==> config.mk <==
export PLATFORM = sky130hd
export DESIGN_NAME = mux_scan_n_flat
export DESIGN_NICKNAME = d
export VERILOG_FILES = /design/src/rtl/mux_scan_if.sv /design/src/rtl/mux_scan_n.sv /design/src/flat_wrapper.sv
export SDC_FILE = /design/constraint.sdc
export NUM_CORES = 1
export LEC_CHECK = 0
export ABC_CLOCK_PERIOD_IN_PS = 3100
export BUFFER_PORTS_ARGS = -buffer_cell sky130_fd_sc_hd__buf_2
export CORE_UTILIZATION = 52
export DETAILED_ROUTE_END_ITERATION = 16
export HOLD_SLACK_MARGIN = 0.05
export PLACE_DENSITY_LB_ADDON = 0.25
export REMOVE_ABC_BUFFERS = 1
export SLEW_MARGIN = 25
export SYNTH_ARGS = -nofsm -noshare
export SYNTH_HDL_FRONTEND = slang
export SYNTH_SLANG_ARGS = --single-unit
==> constraint.sdc <==
create_clock -name clk -period 3.1 [get_ports clk]
set_clock_uncertainty 0.15 [all_clocks]
set_input_delay 0.62 -clock clk [delete_from_list [all_inputs] [get_ports clk]]
set_output_delay 0.62 -clock clk [all_outputs]
set_load 0.02 [all_outputs]
==> src/rtl/mux_scan_if.sv <==
// mux_scan_if: data, select and status bundle of the scanning channel mux.
// master drives channels and controls, slave returns the registered selection.
interface mux_scan_if #(
  parameter int WIDTH    = 4,
  parameter int CHANNELS = 4,
  parameter int SEL_W    = 2
);
  logic [CHANNELS*WIDTH-1:0] din;
  logic                      mode;
  logic [SEL_W-1:0]          sel_in;
  logic [CHANNELS-1:0]       chan_en;
  logic [WIDTH-1:0]          dout;
  logic [SEL_W-1:0]          sel_out;
  logic [CHANNELS-1:0]       onehot_out;
  logic                      chg_out;

  modport master (
    output din,
    output mode,
    output sel_in,
    output chan_en,
    input  dout,
    input  sel_out,
    input  onehot_out,
    input  chg_out
  );

  modport slave (
    input  din,
    input  mode,
    input  sel_in,
    input  chan_en,
    output dout,
    output sel_out,
    output onehot_out,
    output chg_out
  );
endinterface

==> src/rtl/mux_scan_n.sv <==
// mux_scan_n: registered N:1 channel mux with manual select or auto-scan.
// Define MUX_SCAN_BLANK_EN to blank outputs for one cycle on each channel change.
module mux_scan_n #(
  parameter int WIDTH    = 4,
  parameter int CHANNELS = 4,
  parameter int SEL_W    = 2,
  parameter int PRESCALE = 50000
) (
  input logic       clk,
  input logic       rst_n,
  mux_scan_if.slave bus
);

  localparam int CW = (PRESCALE > 1) ? $clog2(PRESCALE) : 1;
  localparam logic [CW-1:0] CNT_TOP = CW'(PRESCALE - 1);

  logic [SEL_W-1:0]    sel_q;
  logic [SEL_W-1:0]    sel_prev;
  logic [SEL_W-1:0]    sel_nxt;
  logic [SEL_W-1:0]    scan_nxt;
  logic [SEL_W-1:0]    cand;
  logic [CW-1:0]       pre_cnt;
  logic [CW-1:0]       cnt_nxt;
  logic [WIDTH-1:0]    ch_data;
  logic [WIDTH-1:0]    dout_q;
  logic [CHANNELS-1:0] oh_nxt;
  logic [CHANNELS-1:0] oh_q;
  logic                chg_q;
  logic                tick;
  logic                sel_ok;
  logic                sel_chg;
  logic                blank;
  logic                found;
  int                  idx;

  assign tick    = (pre_cnt == CNT_TOP);
  assign sel_ok  = (int'(bus.sel_in) < CHANNELS);
  assign sel_chg = (sel_q != sel_prev);

`ifdef MUX_SCAN_BLANK_EN
  assign blank = sel_chg;
`else
  assign blank = 1'b0;
`endif

  // First enabled channel after sel_q, cyclic; holds if none.
  always_comb begin
    scan_nxt = sel_q;
    found    = 1'b0;
    idx      = 0;
    cand     = '0;
    for (int i = 1; i < CHANNELS; i++) begin
      idx = int'(sel_q) + i;
      if (idx >= CHANNELS) idx = idx - CHANNELS;
      cand = SEL_W'(idx);
      if (!found && bus.chan_en[cand]) begin
        scan_nxt = cand;
        found    = 1'b1;
      end
    end
  end

  always_comb begin
    oh_nxt  = '0;
    ch_data = '0;
    for (int k = 0; k < CHANNELS; k++) begin
      oh_nxt[k] = bus.chan_en[k] && (sel_q == SEL_W'(k));
      if (sel_q == SEL_W'(k)) ch_data = bus.din[k*WIDTH +: WIDTH];
    end
  end

  always_comb begin
    cnt_nxt = pre_cnt;
    sel_nxt = sel_q;
    if (!bus.mode) begin
      cnt_nxt = '0;
      if (sel_ok) sel_nxt = bus.sel_in;
    end else if (tick) begin
      cnt_nxt = '0;
      sel_nxt = scan_nxt;
    end else begin
      cnt_nxt = pre_cnt + CW'(1);
    end
  end

  always_ff @(posedge clk) begin
    if (!rst_n) begin
      sel_q    <= '0;
      sel_prev <= '0;
      pre_cnt  <= '0;
      dout_q   <= '0;
      oh_q     <= '0;
      chg_q    <= 1'b0;
    end else begin
      sel_q    <= sel_nxt;
      sel_prev <= sel_q;
      pre_cnt  <= cnt_nxt;
      dout_q   <= (blank || !(|oh_nxt)) ? '0 : ch_data;
      oh_q     <= blank ? '0 : oh_nxt;
      chg_q    <= sel_chg;
    end
  end

  assign bus.dout       = dout_q;
  assign bus.sel_out    = sel_q;
  assign bus.onehot_out = oh_q;
  assign bus.chg_out    = chg_q;

endmodule

==> src/flat_wrapper.sv <==
// flat-port wrapper written by rule: the top's interface ports become plain ports
module mux_scan_n_flat 
#(
  parameter int WIDTH    = 4,
  parameter int CHANNELS = 4,
  parameter int SEL_W    = 2,
  parameter int PRESCALE = 50000
)
  (clk, rst_n, bus_din, bus_mode, bus_sel_in, bus_chan_en, bus_dout, bus_sel_out, bus_onehot_out, bus_chg_out);
  mux_scan_if #(.WIDTH(WIDTH), .CHANNELS(CHANNELS), .SEL_W(SEL_W)) bus_i ();
  input logic clk;
  input logic rst_n;
  input wire logic [$bits(bus_i.din)-1:0] bus_din;
  input wire logic [$bits(bus_i.mode)-1:0] bus_mode;
  input wire logic [$bits(bus_i.sel_in)-1:0] bus_sel_in;
  input wire logic [$bits(bus_i.chan_en)-1:0] bus_chan_en;
  output wire logic [$bits(bus_i.dout)-1:0] bus_dout;
  output wire logic [$bits(bus_i.sel_out)-1:0] bus_sel_out;
  output wire logic [$bits(bus_i.onehot_out)-1:0] bus_onehot_out;
  output wire logic [$bits(bus_i.chg_out)-1:0] bus_chg_out;
  assign bus_i.din = bus_din;
  assign bus_i.mode = bus_mode;
  assign bus_i.sel_in = bus_sel_in;
  assign bus_i.chan_en = bus_chan_en;
  assign bus_dout = bus_i.dout;
  assign bus_sel_out = bus_i.sel_out;
  assign bus_onehot_out = bus_i.onehot_out;
  assign bus_chg_out = bus_i.chg_out;
  mux_scan_n #(.WIDTH(WIDTH), .CHANNELS(CHANNELS), .SEL_W(SEL_W), .PRESCALE(PRESCALE)) u_core (.clk(clk), .rst_n(rst_n), .bus(bus_i));
endmodule
# Word-level counts from Yosys, hierarchy flattened
# Cells that the tools add are included.
totals:
  out_inout_bits: 11
  elab_cells: 61
  regBits: 29
  inputBits: 25
op_classes:
  n_reduce_logical: 13
  n_lt_le_gt_ge: 6
  n_eq_ne: 7
  add_sub_neg: 7
  muxes: 20
  bitwise: 2
op_table:
  columns: ["op", "n"]
  rows:
  - ["adder 16 x 1 -> 16 bit (second input constant)", 1]
  - ["== test 16 bit (second input constant)", 1]
  - ["two-way mux 2 bit", 8]
  - ["two-way mux 4 bit", 4]
  - [">= comparator 3 bit (second input constant)", 3]
  - ["< comparator 2 x 3 -> 1 bit (second input constant)", 3]
  - ["adder 2 x 2 -> 3 bit (second input constant)", 2]
  - ["binary-select mux 1 bit (select 2 bit)", 3]
  - ["logical AND 1 bit", 6]
  - ["subtractor 2 x 1 -> 2 bit (second input constant)", 3]
  - ["two-way mux 1 bit", 5]
  - ["== test 2 bit (second input constant)", 2]
  - ["!= test 4 x 1 -> 1 bit (second input constant)", 1]
  - ["AND reduction 2 bit", 2]
  - ["OR reduction 4 bit", 1]
  - ["adder 2 x 1 -> 3 bit (second input constant)", 1]
  - ["OR reduction 3 bit", 1]
  - ["== test 2 x 1 -> 1 bit (second input constant)", 1]
  - ["logical NOT 1 bit", 2]
  - ["logical NOT 2 bit", 1]
  - ["!= test 2 x 1 -> 1 bit (second input constant)", 1]
  - ["!= test 2 bit", 1]
  - ["inverter 1 bit", 2]

# Depth between registers and ports, before layout
logic_depth:
  ltp_word: 14
  depth_mapped: 7
  mapped_depth_nobuf: 6

# Worst setup path after synthesis
# OpenSTA, ideal clock, no wires.
synth_timing:
  path_type: "register to register"
  from: "reg u_core.sel_q[0] (netlist: u_core.bus.sel_out[0])"
  to: "reg u_core.sel_q[1] (netlist: u_core.bus.sel_out[1])"
  setup_time_ps: 92
  required_ps: 2858
  synth_period_minus_slack_ps: 2372
  path_buffers: 1
  stages_incl_launch_ff: 8
  setup_slack_ps: 728
  arrival_ps: 2130
  path_cell_list: "dfxtp_1 > buf_6 > inv_1 > ha_1 > mux4_1 > nor2_1 > a22oi_1 > o32ai_1"
synth_between:
  elab_chain_cells: 14
  word_cells_on_any_way: 31
  classes_between: "6 x add/sub; 3 x order compare; 1 x eq/ne; 16 x mux; 5 x reduce/logical"
synth_rtl:
  columns: ["item", "line", "rtl"]
  rows:
  - ["start: declaration", "mux_scan_n.sv:17", "logic [SEL_W-1:0] sel_q;"]
  - ["start signal: assignment", "mux_scan_n.sv:95", "sel_q <= sel_nxt;"]
  - ["adder 2 x 1 -> 3 bit", "mux_scan_n.sv:53", "idx = int'(sel_q) + i;"]
  - [">= comparator 3 bit or subtractor 2 x 1 -> 2 bit (tied branches)", "mux_scan_n.sv:54", "if (idx >= CHANNELS) idx = idx - CHANNELS;"]
  - ["two-way mux 2 bit", "mux_scan_n.sv:54", null]
  - ["binary-select mux 1 bit (select 2 bit)", "mux_scan_n.sv:56", "if (!found && bus.chan_en[cand]) begin"]
  - ["two-way mux 1 bit (not written as such)", "mux_scan_n.sv:56", null]
  - ["two-way mux 1 bit", "mux_scan_n.sv:56", null]
  - ["logical NOT 1 bit", "mux_scan_n.sv:56", null]
  - ["logical AND 1 bit", "mux_scan_n.sv:56", null]
  - ["two-way mux 1 bit", "mux_scan_n.sv:56", null]
  - ["logical NOT 1 bit", "mux_scan_n.sv:56", null]
  - ["logical AND 1 bit", "mux_scan_n.sv:56", null]
  - ["two-way mux 2 bit", "mux_scan_n.sv:56", null]
  - ["two-way mux 2 bit", "mux_scan_n.sv:78", "end else if (tick) begin"]
  - ["two-way mux 2 bit", "mux_scan_n.sv:75", "if (!bus.mode) begin"]
# Several ways; a longest one is shown, not always the timed one. The select of a mux whose other input is x is not followed.
# A chain may end at the register's enable or synchronous reset.

# Worst setup path after layout
# Ends and elaborated chain as after synthesis.

==> metrics.md <==
| Metric | Value |
|---|---|
| Status | complete, no violations |
| Max-slew headroom | 0.608 |
| Cell accounting for the most synthesized area | dfxtp_1 |
| Count of antenna-violating nets left after detailed routing | 0 |
| Relative contribution of the clock network to total power | 0.281 |
| DRC Markers | 0 |
| Worst endpoint data arrival time | 2770 ps |
| IR Drop Worst-Case VDD | 0.000336 V |
| Pre-Repair DR Iteration Count | 5 |
| Worst-path cell chain | inv_1 -> ha_1 -> mux4_1 -> nor2_1 -> a22oi_1 -> o32ai_1 |
| Maximum number of buffers from clock root to sink | 2 |
| Reg-to-reg slack, setup | 410 ps |
| Fill cells | 216 |
| TritonCTS clock tree | done |
| Period Utilization, post-route | 0.869 |
| Total routing resource utilization after global routing | 0.207 |
| Final number of max-transition violations | 0 |
| Number of vias in the routed layout | 1300 |
| DIE WIDTH | 55.4 um |
| Switching component of the power | 0.231 mW |
| Footprint of the flip-flops and latches | 581 um2 |
| Share of total power consumed by net switching | 0.285 |
| Final hold violations | 0 |
| Via count of the first global-routing pass | 1179 |
| Post-route setup TNS | 0 ps |
| Post-placement setup slack | 486 ps |
| Detail-routed via count per cell | 5.83 |
| Clock-pin slew on the worst setup and hold paths | 90 ps |
| Crit path largest cell delay | 660 ps |
| Sinks on Clock Net | 29 |
| Worst path required time | 3180 ps |
| Most used standard cell by instance count after synthesis | dfxtp_1 |
| Routability cong. | 0.922 |
| Inserted Clock Buffers | 5 |
| Max-capacitance violation count | 0 |
| Synthesized area per cell | 9.38 um2 |
| Starting utilization of the core area | 0.572 |
| Upper clock frequency limit | 371 MHz |
| Post-synthesis to final-layout area growth | 15.6% |
| Critical path class | reg2reg |
| Count of final setup violators | 0 |
| Final non-filler cell area | 0.00171 mm2 |
| Critical path endpoint | u_core.bus.sel_out[1]$_SDFFE_PN0P_ |
| Slack of the critical path | 407 ps |
| Share of synthesized registers carrying an async set or reset | 0 |
| Post_cts resized | 0 |
| Power density normalized to cell area | 473 mW/mm2 |
| Launching instance or port of the critical path | u_core.bus.sel_out[0]$_SDFFE_PN0P_ |
| Syn Inst Count | 158 |
| Time the worst path needs with I/O delays and setup | 2690 ps |
| Count of buffers added by post-CTS timing repair for setup | 0 |
| Post-layout net count | 223 |
| First-pass GRT wire length | 5.08 mm |
| # port buffers | 35 |
| Number of placement rows | 18 |
| Internal cell power | 0.579 mW |
| Synth Register Bits | 29 |
| Portion of total power attributed to sequential cells | 0.496 |
| Number of primary I/O pins | 36 |
| Startpoint type of the worst setup path | flop |
| Worst reg2reg endpoint | u_core.bus.sel_out[1]$_SDFFE_PN0P_ |
| Largest net degree at the start of global routing | 17 |
| Detailed-route wire length per cell | 14.0 um |
| Die Area | 0.00307 mm2 |
| Inserted Diodes | 0 |
| Cell area after synthesis | 0.00148 mm2 |
| HPWL reported at the end of detailed placement | 2.28 mm |
| Top area cells in the synthesized netlist | dfxtp_1, ha_1, nor2_1 |
| Cell leakage power | 0.726 nW |
| Placed cell area | 0.00166 mm2 |
| Hold Path Class | reg2reg |
| Setup repair after global routing missed its margin | no |
| Core Box Area | 0.00259 mm2 |
| Height of the die | 55.4 um |
| Critical-path top delay cell | mux4_1 |
| Final Routed Wirelength | 3.13 mm |
| Fraction of layout cells with a size suffix above 1 | 0.238 |
| GRT overflow | 0 |
| Top cells by instance count after synthesis | dfxtp_1, nor2_1, a21oi_1, inv_1 |
| Clk Latency, worst-skew pair | 310 ps |
| Seq/Total Area, Yosys | 0.392 |
| Combinational power share | 0.224 |
| Netlist cell types | 39 |
| Number of DRC violations after detailed-routing iteration 0 | 38 |
| Highest net fanout along the worst path | 11 |
| Footprint of the multi-input gates | 831 um2 |
| Layout Utilization | 0.661 |
| Number of antenna violations at the first check in global routing | 0 |
| Worst-case reg-to-reg path depth | 6 |
| H-tree depth reported by CTS | 2 |
| Master cell of the clock root buffer | clkbuf_4 |
| Reg2Reg Launch Point | u_core.bus.sel_out[0]$_SDFFE_PN0P_ |
| Yosys warning count | 0 |
| Endpoint type of the worst setup path | flop |
| CTS Hold Buffers Added | 0 |
| Prevailing post-synth register cell | dfxtp_1 |
| Slew at the pin with the worst max-slew slack | 587 ps |
| Share of the synthesized area in the top cell type | 0.392 |
| EDFF count, synth | 0 |
-- cells by family after synthesis --
kind of cell / after synthesis / synth area share
AO/OA/AOI/OAI: 36 / 0.177
XOR/XNOR: 12 / 0.0709
adder cells (fa/ha/maj): 5 / 0.0422
buffers and inverters: 16 / 0.0473
flip-flops: 29 / 0.392
multiplexers: 5 / 0.0617
AND/OR/NAND/NOR: 55 / 0.209
-- metrics by stage --
step,instances,hold WS (ps),power [mW]
after floorplan,151,263,0.532
after global placement,216,279,0.580
after CTS,223,297,0.810
after detailed placement,216,283,0.587
final,223,289,0.810
after global routing,223,321,0.847
-- power groups by stage --
| stage | combinational, mW | clock, mW | sequential [mW] |
|---|---|---|---|
| 6_report | 0.181 | 0.227 | 0.401 |
| 4_1_cts | 0.179 | 0.230 | 0.402 |
| 3_3_place_gp | 0.171 | 0 | 0.409 |
| 2_1_floorplan | 0.107 | 0 | 0.425 |
| 5_1_grt | 0.197 | 0.245 | 0.404 |
| 3_5_place_dp | 0.177 | 0 | 0.410 |
-- worst min path at each step --
stage / to / slack (ps) / cells past startpoint / from
6_report: u_core.pre_cnt[0]$_SDFF_PP0_ / 290 / 1 / u_core.pre_cnt[0]$_SDFF_PP0_
4_1_cts: u_core.pre_cnt[0]$_SDFF_PP0_ / 300 / 1 / u_core.pre_cnt[0]$_SDFF_PP0_
5_1_grt: u_core.pre_cnt[0]$_SDFF_PP0_ / 320 / 1 / u_core.pre_cnt[0]$_SDFF_PP0_
2_1_floorplan: u_core.pre_cnt[0]$_SDFF_PP0_ / 260 / 1 / u_core.pre_cnt[0]$_SDFF_PP0_
3_3_place_gp: u_core.pre_cnt[0]$_SDFF_PP0_ / 280 / 1 / u_core.pre_cnt[0]$_SDFF_PP0_
3_5_place_dp: u_core.pre_cnt[0]$_SDFF_PP0_ / 280 / 1 / u_core.pre_cnt[0]$_SDFF_PP0_
-- flip-flops by register name, summed over array words and instances, names as in the netlist --
signal / flops
u_core.pre_cnt: 16
u_core.bus.onehot_out: 4
u_core.bus.sel_out: 2
u_core.sel_prev: 2
u_core.bus.dout: 4
u_core.bus.chg_out: 1
-- per-layer routing --
layer / vias up / GRT usage / wire length (um)
li1: 647 / - / -
met1: 619 / 0.235 / 1400
met2: 28 / 0.377 / 1600
met3: 6 / 0.0445 / 104
met4: 0 / 0.0750 / 34
met5: - / 0 / 0
-- cell type report --
| class | instances | share of cell area |
|---|---|---|
| multi-input combinational | 113 | 0.485 |
| tap | 30 | 0.0219 |
| clock buffer | 7 | 0.0321 |
| sequential | 29 | 0.339 |
| timing repair buffer | 35 | 0.102 |
| inverter | 9 | 0.0197 |
-- worst max-delay path: cells and delay by family (launching register included) --
kind	cells	cell delay [ps]
multiplexers	1	660
adder cells (fa/ha/maj)	1	420
buffers and inverters	1	210
AND/OR/NAND/NOR	1	220
flip-flops	1	600
AO/OA/AOI/OAI	2	340
-- cell usage in the layout, fill, tap and decap left out, types with 2 or more instances in the layout --
cell type,Yosys,layout
buf_2,2,35
dfxtp_1,29,29
nor2_1,15,15
inv_1,9,9
a21oi_1,9,9
and3_1,7,7
nand4_1,7,7
nand2_1,6,6
o21ai_0,6,6
xnor2_1,6,6
xor2_1,6,6
a221oi_1,5,5
ha_1,5,5
clkbuf_4,0,5
a211o_1,4,4
nand3_1,4,4
or3_1,4,4
a22o_1,3,3
nor2b_1,2,2
and2_1,2,2
nor4bb_1,2,2
mux4_2,2,2
a211oi_1,2,2
mux2i_1,2,2
(Power assumes the default switching activity.)
